[src/rtl/ldst_sched.sv]
// ldst_sched: command scheduler in front of the register-file load/store
// engine. Load/store descriptors are queued in order, each one is split into
// engine transfers of at most MAX_CHUNK lines, and a single tagged completion
// is reported when the whole descriptor has finished.
//
// Ports:
//   clk, rst_n          clock, asynchronous active-low reset
//   cmd_valid/ready     descriptor handshake (ready = queue not full)
//   cmd_dir             0 = load (SDRAM->RF), 1 = store (RF->SDRAM)
//   cmd_sdram_addr      start SDRAM word address
//   cmd_rf_addr         start RF line
//   cmd_line_num        line count (0 allowed, completes with no transfer)
//   cmd_tag             echoed on completion
//   ldst_start          one-cycle engine start pulse
//   ldst_dir/_sdram_addr/_rf_addr/_line_num  current chunk, stable ISSUE..WAIT_DONE
//   ldst_done           engine chunk-complete pulse (only honoured in WAIT_DONE)
//   cmpl_valid          one-cycle completion pulse with cmpl_tag/cmpl_dir
//   busy                queue non-empty or a descriptor in progress
//
// DEPTH must be a power of two and at least 2.

module ldst_sched #(
  parameter int SDRAM_ADDR_W   = 25,
  parameter int RF_ADDR_W      = 9,
  parameter int DEPTH          = 4,
  parameter int MAX_CHUNK      = 16,
  parameter int WORDS_PER_LINE = 11,
  parameter int TAG_W          = 4
) (
  input  logic                    clk,
  input  logic                    rst_n,
  input  logic                    cmd_valid,
  output logic                    cmd_ready,
  input  logic                    cmd_dir,
  input  logic [SDRAM_ADDR_W-1:0] cmd_sdram_addr,
  input  logic [RF_ADDR_W-1:0]    cmd_rf_addr,
  input  logic [7:0]              cmd_line_num,
  input  logic [TAG_W-1:0]        cmd_tag,
  output logic                    ldst_start,
  output logic                    ldst_dir,
  output logic [SDRAM_ADDR_W-1:0] ldst_sdram_addr,
  output logic [RF_ADDR_W-1:0]    ldst_rf_addr,
  output logic [7:0]              ldst_line_num,
  input  logic                    ldst_done,
  output logic                    cmpl_valid,
  output logic [TAG_W-1:0]        cmpl_tag,
  output logic                    cmpl_dir,
  output logic                    busy
);

  localparam int              PTR_W       = $clog2(DEPTH);
  localparam logic [PTR_W:0]  FULL_COUNT  = (PTR_W+1)'(DEPTH);
  localparam logic [7:0]      MAX_CHUNK_L = 8'(MAX_CHUNK);

  typedef enum logic [1:0] {
    IDLE,
    ISSUE,
    WAIT_DONE,
    COMPLETE
  } state_t;

  state_t state, state_next;

  // Command queue storage, one array per descriptor field
  logic                    q_dir   [DEPTH];
  logic [SDRAM_ADDR_W-1:0] q_saddr [DEPTH];
  logic [RF_ADDR_W-1:0]    q_raddr [DEPTH];
  logic [7:0]              q_lines [DEPTH];
  logic [TAG_W-1:0]        q_tag   [DEPTH];

  logic [PTR_W-1:0] wr_ptr, rd_ptr;
  logic [PTR_W:0]   count;
  logic             push, pop;

  // Working registers for the descriptor in progress
  logic [7:0]              rem;
  logic [SDRAM_ADDR_W-1:0] saddr;
  logic [RF_ADDR_W-1:0]    raddr;
  logic                    dir_r;
  logic [TAG_W-1:0]        tag_r;

  logic [7:0]              chunk;
  logic [7:0]              rem_after;
  logic [SDRAM_ADDR_W-1:0] chunk_words;
  logic                    done_hit;

  // Readiness depends only on the current count, so a full queue refuses a
  // push even when the FSM pops in the same cycle.
  assign cmd_ready = (count != FULL_COUNT);
  assign push      = cmd_valid && cmd_ready;
  assign pop       = (state == IDLE) && (count != '0);

  assign chunk       = (rem > MAX_CHUNK_L) ? MAX_CHUNK_L : rem;
  assign rem_after   = rem - chunk;
  assign chunk_words = SDRAM_ADDR_W'(chunk) * SDRAM_ADDR_W'(WORDS_PER_LINE);
  assign done_hit    = (state == WAIT_DONE) && ldst_done;

  // Queue payload needs no reset; only valid entries are ever read.
  always_ff @(posedge clk) begin
    if (push) begin
      q_dir[wr_ptr]   <= cmd_dir;
      q_saddr[wr_ptr] <= cmd_sdram_addr;
      q_raddr[wr_ptr] <= cmd_rf_addr;
      q_lines[wr_ptr] <= cmd_line_num;
      q_tag[wr_ptr]   <= cmd_tag;
    end
  end

  always_ff @(posedge clk or negedge rst_n) begin
    if (!rst_n) begin
      wr_ptr <= '0;
      rd_ptr <= '0;
      count  <= '0;
    end else begin
      if (push) wr_ptr <= wr_ptr + PTR_W'(1);
      if (pop)  rd_ptr <= rd_ptr + PTR_W'(1);
      if (push && !pop)      count <= count + (PTR_W+1)'(1);
      else if (!push && pop) count <= count - (PTR_W+1)'(1);
    end
  end

  // Addresses advance by the chunk just finished and wrap at their widths.
  always_ff @(posedge clk or negedge rst_n) begin
    if (!rst_n) begin
      rem   <= '0;
      saddr <= '0;
      raddr <= '0;
      dir_r <= 1'b0;
      tag_r <= '0;
    end else if (pop) begin
      rem   <= q_lines[rd_ptr];
      saddr <= q_saddr[rd_ptr];
      raddr <= q_raddr[rd_ptr];
      dir_r <= q_dir[rd_ptr];
      tag_r <= q_tag[rd_ptr];
    end else if (done_hit) begin
      rem   <= rem_after;
      saddr <= saddr + chunk_words;
      raddr <= raddr + RF_ADDR_W'(chunk);
    end
  end

  always_ff @(posedge clk or negedge rst_n) begin
    if (!rst_n) state <= IDLE;
    else        state <= state_next;
  end

  always_comb begin
    state_next = state;
    ldst_start = 1'b0;
    cmpl_valid = 1'b0;
    case (state)
      IDLE: begin
        if (pop) state_next = (q_lines[rd_ptr] == 8'd0) ? COMPLETE : ISSUE;
      end
      ISSUE: begin
        ldst_start = 1'b1;
        state_next = WAIT_DONE;
      end
      WAIT_DONE: begin
        if (ldst_done) state_next = (rem_after == 8'd0) ? COMPLETE : ISSUE;
      end
      COMPLETE: begin
        cmpl_valid = 1'b1;
        state_next = IDLE;
      end
      default: state_next = IDLE;
    endcase
  end

  assign ldst_dir        = dir_r;
  assign ldst_sdram_addr = saddr;
  assign ldst_rf_addr    = raddr;
  assign ldst_line_num   = chunk;
  assign cmpl_tag        = tag_r;
  assign cmpl_dir        = dir_r;
  assign busy            = (count != '0) || (state != IDLE);

endmodule

[config.mk]
export PLATFORM = sky130hd
export DESIGN_NAME = ldst_sched
export DESIGN_NICKNAME = d
export VERILOG_FILES = /design/src/rtl/ldst_sched.sv
export SDC_FILE = /design/constraint.sdc
export NUM_CORES = 1
export LEC_CHECK = 0
export ABC_AREA = 1
export BUFFER_PORTS_ARGS = -buffer_cell sky130_fd_sc_hd__buf_2
export CAP_MARGIN = 20
export CORE_UTILIZATION = 54
export DETAILED_ROUTE_END_ITERATION = 7
export GPL_ROUTABILITY_DRIVEN = 0
export PLACE_DENSITY = 0.76
export SYNTH_ARGS = -nofsm -noshare
export SYNTH_HDL_FRONTEND = slang
export SYNTH_SLANG_ARGS = --single-unit
[constraint.sdc]
create_clock -name clk -period 3.7 [get_ports clk]
set_input_delay 1.11 -clock clk [delete_from_list [all_inputs] [get_ports clk]]
set_output_delay 1.11 -clock clk [all_outputs]
set_load 0.03 [all_outputs]
# After elaboration in Yosys (flattened, before gate mapping)
# Memory sizes are Yosys's and may differ from the RTL's. A register that Yosys moved wholly into a read port is not among the register bits.
# Cells that the tools add are included.
op_classes:
  n_lt_le_gt_ge: 1
  mul: 1
  muxes: 18
  addsub: 7
  eq_ne: 6
  n_reduce_logical: 18
op_table:
  columns: ["operator", "n"]
  rows:
  - ["25-bit two-way mux", 2]
  - ["25-bit by 12-bit adder with 25-bit output", 1]
  - ["8-bit two-way mux", 3]
  - ["9-bit two-way mux", 2]
  - ["8-bit logical NOT", 2]
  - ["8-bit by 4-bit multiplier with 12-bit output (second input constant)", 1]
  - ["9-bit by 8-bit adder with 9-bit output", 1]
  - ["8-bit by 5-bit > comparator with 1-bit output (second input constant)", 1]
  - ["2-bit two-way mux", 4]
  - ["2-bit case mux with 4 select lines", 1]
  - ["8-bit subtractor", 1]
  - ["3-bit two-way mux", 2]
  - ["2-bit nonzero test", 3]
  - ["1-bit logical AND", 5]
  - ["2-bit by 1-bit adder with 2-bit output (second input constant)", 2]
  - ["2-bit == test (second input constant)", 2]
  - ["1-bit logical NOT", 4]
  - ["1-bit two-way mux", 4]
  - ["2-bit inequality test (second input constant)", 2]
  - ["3-bit by 1-bit adder with 3-bit output (second input constant)", 1]
  - ["3-bit inequality test (second input constant)", 1]
  - ["3-bit nonzero test", 1]
  - ["3-bit by 1-bit subtractor with 3-bit output (second input constant)", 1]
  - ["2-bit by 1-bit == test with 1-bit output (second input constant)", 1]
  - ["3 further kinds", 3]
word_totals:
  regBits: 51
  ramBits: 188
  memories: 5
  out_inout_bits: 52
memory_table:
  columns: ["memory", "words", "word_bits", "rd", "rd_ports_with_merged_regs", "wr", "line", "rtl"]
  rows:
  - ["q_saddr", 4, 25, 1, 0, 1, "66", "logic [SDRAM_ADDR_W-1:0] q_saddr [DEPTH];"]
  - ["q_raddr", 4, 9, 1, 0, 1, "67", "logic [RF_ADDR_W-1:0] q_raddr [DEPTH];"]
  - ["q_lines", 4, 8, 1, 0, 1, "68", "logic [7:0] q_lines [DEPTH];"]
  - ["q_tag", 4, 4, 1, 1, 1, "69", "logic [TAG_W-1:0] q_tag [DEPTH];"]
  - ["q_dir", 4, 1, 1, 1, 1, "65", "logic q_dir [DEPTH];"]

# Logic depth before layout (Yosys ltp)
depth:
  ltp_word: 7
  mapped_depth: 22

# Worst setup path after synthesis
# No wires, ideal clock.
synth_timing:
  path_kind: "reg-to-reg"
  start: "register rem[3]"
  end: "register saddr[10], in the netlist ldst_sdram_addr[10]"
  setup_slack_ns: -0.490
  path_stages_with_launch: 20
  required_ns: 3.578
  setup_ns: 0.122
  arrival_ns: 4.067
  period_less_slack_ns: 4.190
  cell_sequence: "dfrtp_1 nor2_1 nand2_1 nand2_2 nand2_4 nor2_1 ha_1 fa_1 inv_1 fa_1 inv_1 ha_1 a21oi_1 a21boi_2 o21ai_2 nand2_1 nand2_1 or2_2 nand2_1 a21oi_1"
synth_via:
  elab_chain_len: 6
synth_lines:
  columns: ["element", "line", "rtl"]
  rows:
  - ["start: declaration", "76", "logic [7:0] rem;"]
  - ["start signal: assignment", "131", "rem <= q_lines[rd_ptr];"]
  - ["start signal: assignment", "137", "rem <= rem_after;"]
  - ["8-bit by 5-bit > comparator with 1-bit output", "93", "assign chunk = (rem > MAX_CHUNK_L) ? MAX_CHUNK_L : rem;"]
  - ["8-bit two-way mux", "93", null]
  - ["named net ldst_line_num[2]", "43", "output logic [7:0] ldst_line_num,"]
  - ["8-bit by 4-bit multiplier with 12-bit output", "95", "assign chunk_words = SDRAM_ADDR_W'(chunk) * SDRAM_ADDR_W'(WORDS_PER_LINE);"]
  - ["25-bit by 12-bit adder with 25-bit output", "138", "saddr <= saddr + chunk_words;"]
  - ["25-bit two-way mux", "136", "end else if (done_hit) begin"]
  - ["25-bit two-way mux", "130", "end else if (pop) begin"]
  - ["end signal: assignment", "132", "saddr <= q_saddr[rd_ptr];"]
  - ["end signal: assignment", "138", null]
  - ["end: declaration", "77", "logic [SDRAM_ADDR_W-1:0] saddr;"]
# The timed path passes the listed nets, and every way through them passes these cells. The select of a mux whose other input is x is not followed.
# A chain may end at the register's enable or synchronous reset.

# Worst setup path after layout
layout_timing:
  start: "register rem[6]"
  end: "register saddr[10], in the netlist ldst_sdram_addr[10]"
layout_via:
  elab_chain_len: 6
layout_lines:
  columns: ["element", "line"]
  rows:
  - ["8-bit by 5-bit > comparator with 1-bit output", "93"]
  - ["8-bit two-way mux *", "93"]
  - ["8-bit by 4-bit multiplier with 12-bit output *", "95"]
  - ["25-bit by 12-bit adder with 25-bit output *", "138"]
  - ["25-bit two-way mux *", "136"]
  - ["25-bit two-way mux *", "130"]
# Mark *: on every way between the ends. The rest lies on a longest branch, timed or not. The select of a mux whose other input is x is not followed.

==> impl_metrics.py <==
metrics = {
    "yosys": {
        "yosysTopAreaCell": "edfxtp_1",
        "synth_edf_count": 188,
        "ys_seq_area_share_pct": 60.8,
        "synth.top_cell.area_share_pct": 48.7,
        "synth_area_leaders": "edfxtp_1 49%, dfrtp_1 12%, o21ai_0 5.4%",
        "ys_top_cells_by_count": "188 x edfxtp_1, 158 x nor2_1, 124 x o21ai_0",
        "synth.yosys.warnings": 0,
        "syn_avg_cell_area_sq_um": 10.8,
        "yosysMostFrequentCell": "edfxtp_1",
        "synth_seq_cells": 244,
        "postSynthCellCount": 1074,
        "synthDistinctLibCells": 46,
        "synth.cell_area_sq_um": 11600,
        "synth_ff_type": "edfxtp_1",
        "postSynth.asyncResetShare_pct": 23.0,
    },
    "timing": {
        "skew_ns": 0.0113,
        "min_period_ns": 3.68,
        "fmaxAchievable_ghz": 0.272,
        "fin_setup_tns_ns": 0,
        "relSlewSlack_pct": 35.9,
        "post-route-period-util_pct": 99.5,
        "maxSlewViolCount": 0,
        "setup_viol_count_final": 0,
        "worst_slew_pin_slew_ns": 0.961,
        "finalHoldViolCount": 0,
        "rsz0062_at_grt": "yes",
    },
    "global_routing": {
        "grt_max_degree": 97,
        "grt_usage_pct": 24.1,
        "overflow": 0,
        "antenna_found_initial": 7,
        "grt_pass1_wl_mm": 41.0,
        "first_global_vias": 7987,
    },
    "drt": {
        "antenna_left": 0,
        "wl_per_cell_um": 17.9,
        "first_pass_iters": 5,
        "viasPerCell": 5.65,
        "routed_wl_mm": 26.9,
        "dr.first_iter.drc_count": 779,
        "dr_total_vias": 8488,
        "drcViolationCount": 0,
    },
    "critical_path": {
        "critPathSlowestCell": "fa_1",
        "cp_max_fo": 4,
        "crit_chain": "inv_2 > nand2_2 > nor2_4 > nand2_4 > nor2_4 > ha_4 > fa_1 > inv_1 > fa_1 > inv_2 > ha_4 > a21oi_4 > a21boi_4 > o21ai_2 > nand2_1 > nand2_1 > or2_4 > nand2_2 > a21oi_2",
        "critPathRequiredTime_ns": 4.11,
        "cp_top_family": "adder cells",
        "path_class": "reg -> reg",
        "worst_setup_path_end_kind": "register",
        "cp-start-kind": "register",
        "arrival_ns": 4.09,
        "cpPeakStageDelay_ns": 0.51,
        "cp_num_buf_inv": 3,
    },
    "final_layout": {
        "area_delta_synth_final_pct": 17.2,
        "nets": 1308,
        "fin_cells": 1501,
        "drive_above_1_share_pct": 19.5,
    },
    "die": {
        "io_pins": 103,
        "start_util_pct": 55.1,
        "dieArea_sq_um": 22100,
        "die_w_um": 149,
        "core_area_sq_um": 21000,
        "rows": 53,
        "fp.dieH_um": 149,
    },
    "place": {
        "portBuffers": 99,
        "dp_hpwl_mm": 17.1,
        "place_inst": 1442,
    },
    "cts": {
        "path_clk_slew_ns": 0.06,
        "clk_latency_ns": 0.52,
        "cts_tree": "built",
        "clockBufferDepth": 3,
        "cts.sinks": 244,
        "numCtsBuffers": 25,
        "clock_tree.root_cell": "clkbuf_16",
        "htreeDepth": 1,
        "hold_buffers": 0,
    },
    "hold_path": {
        "hold_path_class": "in -> async",
    },
    "job": {
        "maxCapViolCount": 0,
    },
    "status": {
        "status": "complete, no violations",
    },
}
layout by cell type, fill, tap and decap left out, drive strengths merged, types with 3 or more instances in the layout:
master and instances:
nand3b 3, o21ai 133, dfrtp 56, buf 137, o22a 5, o22ai 36
clkbuf 30, nand3 25, conb 16, o211ai 3, xor2 14, ha 37
diode 3, nor2 161, a21oi 68, nor3 3, a22oi 7, nand2 122
a31oi 7, xnor2 5, fa 16, clkinv 12, nand4 7, inv 110
edfxtp 188, o221ai 7
area by class of cell:
class | count | area [sq um]
inverters | 109 | 414
clock buffers | 30 | 644
repair buffers | 137 | 806
clock inverters | 16 | 134
fillers | 1562 | 7440
multi-input cells | 687 | 4180
flip-flops and latches | 244 | 7050
diodes | 3 | 7.51
well taps | 275 | 344
logic make-up after synthesis:
logic type | Yosys count | share of synthesized area, %
XOR/XNOR | 19 | 1.44
AO/OA/AOI/OAI | 273 | 13.3
buffers and inverters | 157 | 6.02
flip-flops | 244 | 60.8
multiplexers | 2 | 0.173
other | 2 | 0.0648
adder cells (fa/ha/maj) | 53 | 6.76
AND/OR/NAND/NOR | 324 | 11.5
worst register-to-register path: cells and delay by family, from the launching register on:
kind / cells / cell delay [ns]
AND/OR/NAND/NOR: 8 / 0.97
AO/OA/AOI/OAI: 4 / 0.54
adder cells (fa/ha/maj): 4 / 1.50
buffers and inverters: 3 / 0.17
flip-flops: 1 / 0.40
per-stage QoR:
stage	utilization [%]	area, sq um	hold slack, ns	setup slack [ns]
floorplan	-	11800	0.503	0.00400
global placement	59.8	12600	0.519	0.0310
detailed placement	59.8	12600	0.523	-0.0272
CTS	63.6	13400	0.507	0.0144
global route	64.6	13600	0.513	-0.184
finish	64.6	13600	0.503	0.0169
flip-flops by register name, summed over array words and instances, names as in the netlist:
| register | flops |
|---|---|
| q_saddr | 100 |
| q_raddr | 36 |
| q_lines | 32 |
| ldst_sdram_addr | 25 |
| q_tag | 16 |
| ldst_rf_addr | 9 |
| rem | 8 |
| cmpl_tag | 4 |
| q_dir | 4 |
| count | 3 |
| rd_ptr | 2 |
| state | 2 |
| wr_ptr | 2 |
| cmpl_dir | 1 |
worst paths after layout:
check                      slack, ns                  end  cells past startpoint                from
max                             0.02  ldst_sdram_addr[10]                     19              rem[6]
min                             0.50          cmpl_tag[1]                      1               rst_n
max reg2reg                     0.02  ldst_sdram_addr[10]                     19              rem[6]
min reg2reg                     0.54   ldst_sdram_addr[0]                      2  ldst_sdram_addr[0]
max in group asynchronous       2.55   ldst_sdram_addr[6]                      2               rst_n
min in group clk                0.54   ldst_sdram_addr[0]                      2  ldst_sdram_addr[0]
layer usage:
metal | GRT usage (%) | wire length [um] | vias up
met5 | 0 | 48 | -
met4 | 7.16 | 625 | 8
met3 | 6.07 | 2320 | 55
met2 | 38.7 | 12700 | 324
met1 | 32.4 | 11200 | 4118
li1 | - | - | 3983
repair_timing:
action / CTS / global route
setup buffers: 0 / 10
resized for setup: 1 / 38
pin swaps: 2 / 22
setup endpoints to repair: 4 / 16
Power is left out: the tool's default activity adds up to more than one toggle a clock period on the data nets, which glitch-free logic cannot reach.
